**src/rtl/byte_io_hub.sv**
```systemverilog
// rtl/byte_io_hub.sv - I/O register map, input/step synchronisers and run/single-step control for the Byte-Computer core
module byte_io_hub #(
    parameter int DATA_W  = 8,
    parameter int ADDR_W  = 5,
    parameter int N_OUT   = 4,
    parameter int IO_BASE = 28,
    localparam int SEL_W  = (N_OUT > 1) ? $clog2(N_OUT) : 1
) (
    input  logic              clk,
    input  logic              rst,
    input  logic              run_en,
    input  logic              step_mode,
    input  logic              step_btn,
    input  logic [DATA_W-1:0] pin_in,
    input  logic [SEL_W-1:0]  pin_sel,
    output logic [DATA_W-1:0] pin_out,
    output logic              core_start,
    input  logic              core_halt,
    input  logic              core_we,
    input  logic [ADDR_W-1:0] core_addr,
    input  logic [DATA_W-1:0] core_wdata,
    output logic [DATA_W-1:0] core_rdata,
    output logic [1:0]        state,
    output logic [7:0]        wr_count
);

    typedef enum logic [1:0] {
        S_IDLE   = 2'b00,
        S_RUN    = 2'b01,
        S_STEP   = 2'b10,
        S_HALTED = 2'b11
    } state_e;

    // Address decode is done in 32-bit space so map entries that do not fit in ADDR_W never match.
    localparam logic [31:0] BASE_U = 32'(IO_BASE);
    localparam logic [31:0] END_U  = 32'(IO_BASE + N_OUT);
    localparam logic [31:0] CNT_U  = 32'(IO_BASE + N_OUT + 1);
    localparam logic [31:0] NOUT_U = 32'(N_OUT);

    state_e              state_q, state_d;
    logic                core_start_q, core_start_d;
    logic [DATA_W-1:0]   out_reg_q [N_OUT];
    logic [DATA_W-1:0]   out_reg_d [N_OUT];
    logic [7:0]          wr_count_q, wr_count_d;
    logic [DATA_W-1:0]   pin_s1_q, pin_s1_d;
    logic [DATA_W-1:0]   pin_sync_q, pin_sync_d;
    logic                step_s1_q, step_s1_d;
    logic                step_s2_q, step_s2_d;
    logic                step_prev_q, step_prev_d;

    logic [31:0]         addr_ext;
    logic                wr_hit;
    logic [SEL_W-1:0]    wr_idx;
    logic                step_edge;

    always_ff @(posedge clk or posedge rst) begin
        if (rst) begin
            state_q      <= S_IDLE;
            core_start_q <= 1'b0;
            wr_count_q   <= '0;
            pin_s1_q     <= '0;
            pin_sync_q   <= '0;
            step_s1_q    <= 1'b0;
            step_s2_q    <= 1'b0;
            step_prev_q  <= 1'b0;
            for (int i = 0; i < N_OUT; i++) out_reg_q[i] <= '0;
        end else begin
            state_q      <= state_d;
            core_start_q <= core_start_d;
            wr_count_q   <= wr_count_d;
            pin_s1_q     <= pin_s1_d;
            pin_sync_q   <= pin_sync_d;
            step_s1_q    <= step_s1_d;
            step_s2_q    <= step_s2_d;
            step_prev_q  <= step_prev_d;
            for (int i = 0; i < N_OUT; i++) out_reg_q[i] <= out_reg_d[i];
        end
    end

    always_comb begin
        pin_s1_d    = pin_in;
        pin_sync_d  = pin_s1_q;
        step_s1_d   = step_btn;
        step_s2_d   = step_s1_q;
        step_prev_d = step_s2_q;
    end

    always_comb begin
        addr_ext   = 32'(core_addr);
        wr_hit     = core_we && (addr_ext >= BASE_U) && (addr_ext < END_U);
        wr_idx     = SEL_W'(addr_ext - BASE_U);
        wr_count_d = wr_count_q;
        for (int i = 0; i < N_OUT; i++) out_reg_d[i] = out_reg_q[i];
        if (wr_hit) begin
            out_reg_d[wr_idx] = core_wdata;
            if (wr_count_q != 8'hFF) wr_count_d = wr_count_q + 8'd1;
        end
    end

    always_comb begin
        step_edge = step_s2_q & ~step_prev_q;
        state_d   = state_q;
        case (state_q)
            S_IDLE: begin
                if (run_en) state_d = step_mode ? S_STEP : S_RUN;
            end
            S_RUN, S_STEP: begin
                if (core_halt)    state_d = S_HALTED;
                else if (!run_en) state_d = S_IDLE;
            end
            S_HALTED: begin
                if (!run_en) state_d = S_IDLE;
            end
            default: state_d = S_IDLE;
        endcase
        // A step pulse needs STEP both before and after the edge; edges arriving elsewhere are dropped.
        core_start_d = (state_d == S_RUN) ||
                       ((state_q == S_STEP) && (state_d == S_STEP) && step_edge);
    end

    always_comb begin
        if (addr_ext == END_U)      core_rdata = DATA_W'(state_q);
        else if (addr_ext == CNT_U) core_rdata = DATA_W'(wr_count_q);
        else                        core_rdata = pin_sync_q;
        if (32'(pin_sel) < NOUT_U)  pin_out = out_reg_q[pin_sel];
        else                        pin_out = '0;
    end

    assign core_start = core_start_q;
    assign state      = state_q;
    assign wr_count   = wr_count_q;

endmodule

```
**config.mk**
```make
export PLATFORM = sky130hd
export DESIGN_NAME = byte_io_hub
export DESIGN_NICKNAME = d
export VERILOG_FILES = /design/src/rtl/byte_io_hub.sv
export SDC_FILE = /design/constraint.sdc
export NUM_CORES = 1
export LEC_CHECK = 0
export BUFFER_PORTS_ARGS = -buffer_cell sky130_fd_sc_hd__buf_2
export CAP_MARGIN = 5
export CORE_MARGIN = 5
export CORE_UTILIZATION = 53
export CTS_CLUSTER_SIZE = 16
export DETAILED_ROUTE_END_ITERATION = 12
export GPL_TIMING_DRIVEN = 0
export PLACE_DENSITY_LB_ADDON = 0.2
export SETUP_SLACK_MARGIN = 0.2
export SKIP_CTS_REPAIR_TIMING = 1
export SYNTH_ARGS = -nofsm -noshare
export SYNTH_HDL_FRONTEND = slang
export SYNTH_SLANG_ARGS = --single-unit
```
**constraint.sdc**
```tcl
create_clock -name clk -period 2.2 [get_ports clk]
set_input_delay 0.22 -clock clk [delete_from_list [all_inputs] [get_ports clk]]
set_output_delay 0.22 -clock clk [all_outputs]
set_load 0.1 [all_outputs]
```
### After elaboration in Yosys (flattened, before gate mapping)

Index checks and enable logic that the tools add are counted.

| operators by class | value |
|---|---|
| $add $sub $neg | 2 |
| $mul | 0 |
| divide/modulo/power cells | 0 |
| magnitude comparators | 4 |
| eq/ne operators | 6 |
| shift-type cells | 0 |
| muxes and demuxes | 11 |
| bitwise gates (word level) | 4 |
| reductions and logical operators | 8 |

Operators with widths:

| operator | count |
|---|---|
| 32-bit bitwise mux | 1 |
| 8-bit 2-to-1 mux | 3 |
| 8-bit binary-select mux with 2-bit select | 1 |
| 8-bit demux with 2-bit select | 1 |
| 8-bit by 1-bit adder with 8-bit output (second input constant) | 1 |
| 2-bit 2-to-1 mux | 4 |
| 8-bit inequality test (second input constant) | 1 |
| 2-bit == test (second input constant) | 3 |
| 3-bit >= comparator (second input constant) | 2 |
| 2-bit NOT with 3-bit output | 2 |
| 2-bit case mux with 3 select lines | 1 |
| 5-bit >= comparator (second input constant) | 1 |
| 2-bit by 1-bit == test with 1-bit output (second input constant) | 2 |
| 1-bit logical AND | 4 |
| 3-bit by 1-bit < comparator with 1-bit output (second input constant) | 1 |
| 2-bit logical NOT | 1 |
| 2-bit AND reduction | 1 |
| 2-bit OR reduction | 1 |
| 2-bit by 1-bit subtractor with 2-bit output (second input constant) | 1 |
| 1-bit bitwise AND | 1 |
| 1-bit logical OR | 1 |
| 1-bit NOT | 1 |

| word-level totals | value |
|---|---|
| register bits | 62 |
| bits in latches | 0 |
| RAM bits | 0 |
| bits in read-only memories | 0 |
| input bits | 30 |
| memories | 0 |

### Longest topological paths before layout

| depth | value |
|---|---|
| depth in word-level cells | 7 |
| mapped depth | 6 |

### Worst setup path before layout

Ideal clock, no wire load.

| path | value |
|---|---|
| path type | register to register |
| start | reg state_q[0], in the netlist state[0] |
| end | reg state_q[0], in the netlist state[0] |
| setup time | 127 ps |
| data arrival time | 2120 ps |
| data required time | 2073 ps |
| setup slack | -47 ps |
| cell stages (with the launch flop) | 6 |
| period minus slack after synthesis | 2247 ps |
| path through | dfrtp_1 > inv_1 > ha_1 > o21ai_0 > mux2i_1 > a221o_1 |

| on the way | value |
|---|---|
| word-level cells in the longest chain between the ends | 3 |
| elaborated cells between the ends (all ways) | 9 |
| classes of those cells | eq/ne (3); mux (4); reduce/logical (2) |

RTL lines:

| element | line | RTL |
|---|---|---|
| start, declared | 40 | `state_e state_q, state_d;` |
| start signal, assigned | 68 | `state_q <= state_d;` |
| 2-bit == test (tied with other cells) | 103 | `case (state_q)` |
| 2-bit OR reduction / 2-bit 2-to-1 mux (equally long branches) | 103, 108 |  |
| 2-bit case mux with 3 select lines (*) | 103 |  |
| net state_d[0] | 40 |  |

The timed path passes the listed nets; every way through them passes the cells marked *.
A chain may end at the register's enable or synchronous reset.

### Worst setup path after layout

| path | value |
|---|---|
| start | in pin_sel[0] |
| end | out pin_out[7] |

| on the way | value |
|---|---|
| word-level cells in the longest chain between the ends | 4 |

RTL lines:

| element | line | RTL |
|---|---|---|
| start, declared | 15 | `input logic [SEL_W-1:0] pin_sel,` |
| 2-bit NOT with 3-bit output (not written as such) | 125 | `if (32'(pin_sel) < NOUT_U) pin_out = out_reg_q[pin_sel];` |
| 8-bit binary-select mux with 2-bit select | 125 |  |
| 8-bit 2-to-1 mux (not written as such) (2 in series) | 125 |  |
| end, declared | 16 | `output logic [DATA_W-1:0] pin_out,` |

Every way passes these cells. The select of a mux whose other input is x is not followed.

==> results.md <==
- Outcome: finished, final reports clean
- Seq pwr share: 37.8%
- Max_slew headroom: between 60% and 70%
- Die area: approximately 0.0062 mm^2
- Layout Nets: 280
- DP Cell Count: 279
- Area share of the leading cell type in the synthesized netlist: 61.4%
- Iteration-0 DRC Markers: 101
- Diodes inserted: 0
- GR Util All Layers: 16.6%
- Area Growth Syn to Fin: 27.0%
- Slowest-stage cell, CP: mux4_2
- Die width: between 70 and 80 um
- Max Fanout on Critical Path: 8
- Gpl congestion: around 0.83
- Core ar.: between 0.004 and 0.005 mm^2
- Clock Latency Late Sink: 330 ps
- Routed vias: 1,620
- Drt first pass iters: 4
- Cells after synthesis: 170
- Largest net degree at the start of global routing: 44
- Fraction of layout cells with a size suffix above 1: around half
- Drt wl/cell: between 15 and 20 um
- Setup_tns: 0 ps
- Port Buf Inserts: 54
- Post-Synth Simple-Gate Area: 7.57%
- Highest clock rate: 573 MHz
- CP max stage delay: just under 600 ps
- H-tree levels: 3
- Initial Util: between 50% and 60%
- Avg Cell Area, Syn: approximately 15 um^2
- Crit-path cells: clkbuf_1, mux4_2, buf_2
- CTS Buf Count: 9
- Post-Syn Nets: between 200 and 250
- Setup violators final: 0
- Post-synthesis sequential area ratio: 61.4%
- Number of synthesized register bits: 62
- Final std cells w/o fill: 305
- Syn. warnings: 0
- Final WL: approximately 4800 um
- Synth Area in Compound Gates: around 2.7%
- Top cells by area, synth: dfrtp_1, mux2_2, mux4_2
- Library cells used by synthesis: 29
- Die H: just under 80 um
- Finished Core Util: 68.9%
- Detail Placement HPWL: 3170 um
- Worst Tran Pin Value: ~550 ps
- Total congestion overflow: 0
- CTS root buffer: clkbuf_8
- TritonCTS clock tree: done
- Vias in the first global route: 1,598
- Largest buffer count on any clock path: 2
- Net switching power: roughly 1.6 mW
- Crit. End Element: primary output
- Multiplexer share of the synthesized area: 22.6%
- Largest family of logic cells by synthesized area: multiplexers
- Final ANT Viol Nets: 0
- Hold Crit Class: primary input to register
- Fillers: 340
- WP data arrival: 1520 ps
- Slew Viols, Final: 0
- Dpl cell area: 0.00289 mm^2
- Delay-heaviest family, CP: buffers and inverters
- DRC viols: 0
- Buf/Inv on CP: 2
- Worst Clk Skew: just over 6 ps
- Synth area leader: dfrtp_1
- Pwr dens: 1210 mW/mm^2
- Post-Synth Adder-Cell Area: 1.98%
- Synthesized cell area: 0.00253 mm^2
- Pleak: about 1.6 nW
- Worst-path clk slew: 70 ps
- Sw frac: approximately two fifths
- WS Path Type: primary input to primary output
- Design Area, Final: 0.00321 mm^2
- Row count: 25
- Int Power: between 2 and 2.5 mW
- Most common flop cell mapped by yosys: dfrtp_1
- I/O pins: 57
- Post-synth EDFFs: 0
- Final period util: 79.3%
- Via density: 5.31
- Synth async-reset ratio: 100%
- Synth Area in XOR/XNOR: 1.73%
- RSZ-0062 raised after global routing: no
- Final hold violations: 0
- Initial antenna violation count: 0
- Data required, critical path: 1980 ps
- Startpoint Class: primary input
- Clk sinks: 62
- Comb pwr share: between 30% and 40%
- Post-route minimum period: 1740 ps
- Clk network pwr share: 27.2%
- Max cap viols: 0
- Max IR drop VDD: 0.861 mV
- Hold_ws: around 160 ps
- First-pass GRT wire length: 7710 um
[power by group through the flow]
| stage | Sequential, mW | Combinational (mW) | Clock (mW) |
|---|---|---|---|
| 6_report | 1.47 | 1.36 | 1.06 |
| 5_1_grt | 1.50 | 1.44 | 1.15 |
| 4_1_cts | 1.47 | 1.36 | 1.09 |
| 3_5_place_dp | 1.49 | 1.36 | 0 |
| 3_3_place_gp | 1.48 | 1.33 | 0 |
| 2_1_floorplan | 1.95 | 0.663 | 0 |
[cell usage in the layout (no fill, tap or decap), types with 2 or more instances in the layout]
cell type / synthesis / layout
a21oi_1: 4 / 4
buf_2: 1 / 55
buf_6: 2 / 2
clkbuf_1: 2 / 2
clkbuf_8: 0 / 13
clkinv_2: 0 / 2
dfrtp_1: 62 / 58
dfrtp_2: 0 / 4
dlygate4sd3_1: 0 / 10
ha_1: 4 / 4
inv_1: 4 / 3
mux2_2: 33 / 33
mux2i_1: 2 / 2
mux4_2: 8 / 8
nand2_1: 8 / 8
nand3_1: 4 / 4
nand4_1: 3 / 3
nor2_1: 9 / 9
nor3_1: 3 / 3
o21ai_0: 5 / 5
xor2_1: 4 / 4
[layer usage]
layer / routed length (um) / vias up / global-route usage (%) / part of all wire [%]
met2: 2320 / 41 / 23.7 / 49
met4: 99 / 0 / 7.73 / 2.1
li1: - / 761 / - / -
met1: 2100 / 808 / 22.8 / 44
met3: 259 / 10 / 5.67 / 5.4
met5: 0 / - / 0 / 0
[path summary, 6_finish.rpt]
check                                    from            end  slack, ps  cells past startpoint
min in group asynchronous                 rst    wr_count[2]        460                      3
max in group asynchronous                 rst       state[0]       1140                      4
worst max-delay path               pin_sel[0]     pin_out[7]        460                      3
worst min-delay path            core_wdata[6]  out_reg_q[30]        160                      2
worst min register to register    pin_s1_q[6]  pin_sync_q[6]        350                      0
worst max register to register       state[0]       state[0]        570                      5
[Yosys cell counts (4+ instances only)]
| library cell | number |
|---|---|
| nand2_1 | 8 |
| mux4_2 | 8 |
| o21ai_0 | 5 |
| inv_1 | 4 |
| a21oi_1 | 4 |
| ha_1 | 4 |
| mux2_2 | 33 |
| dfrtp_1 | 62 |
| xor2_1 | 4 |
| nand3_1 | 4 |
| nor2_1 | 9 |
[cells by family after synthesis]
group,count (synthesis)
and+or+nand+nor,35
DFF,62
adders and majority gates,4
buffers and inverters,9
muxes,43
xor gates and xnor gates,5
AOI/OAI and AO/OA,12
[registers in the layout, summed over array words and instances (netlist names)]
register,count
step_prev_q,1
step_s1_q,1
core_start,1
step_prev_d,1
state,2
out_reg_q,32
pin_sync_q,8
pin_s1_q,8
wr_count,8
[stage by stage]
stage,power (mW),setup slack [ps]
global placement,2.81,-450
global route,4.09,397
detailed placement,2.85,430
finish,3.89,456
CTS,3.91,427
floorplan,2.61,226
[layout make-up]
class | instances | area [um^2] | share of cell area (%)
Tap cell | 54 | 67.6 | 2.11
Inverter | 4 | 15.0 | 0.468
Sequential cell | 62 | 1560 | 48.5
Timing Repair Buffer | 65 | 390 | 12.2
Clock inverter | 3 | 40.0 | 1.25
Multi-Input combinational cell | 99 | 926 | 28.8
Clock buffer | 13 | 179 | 5.58
Buffer | 5 | 35.0 | 1.09
Power figures use the tool's default switching activity.
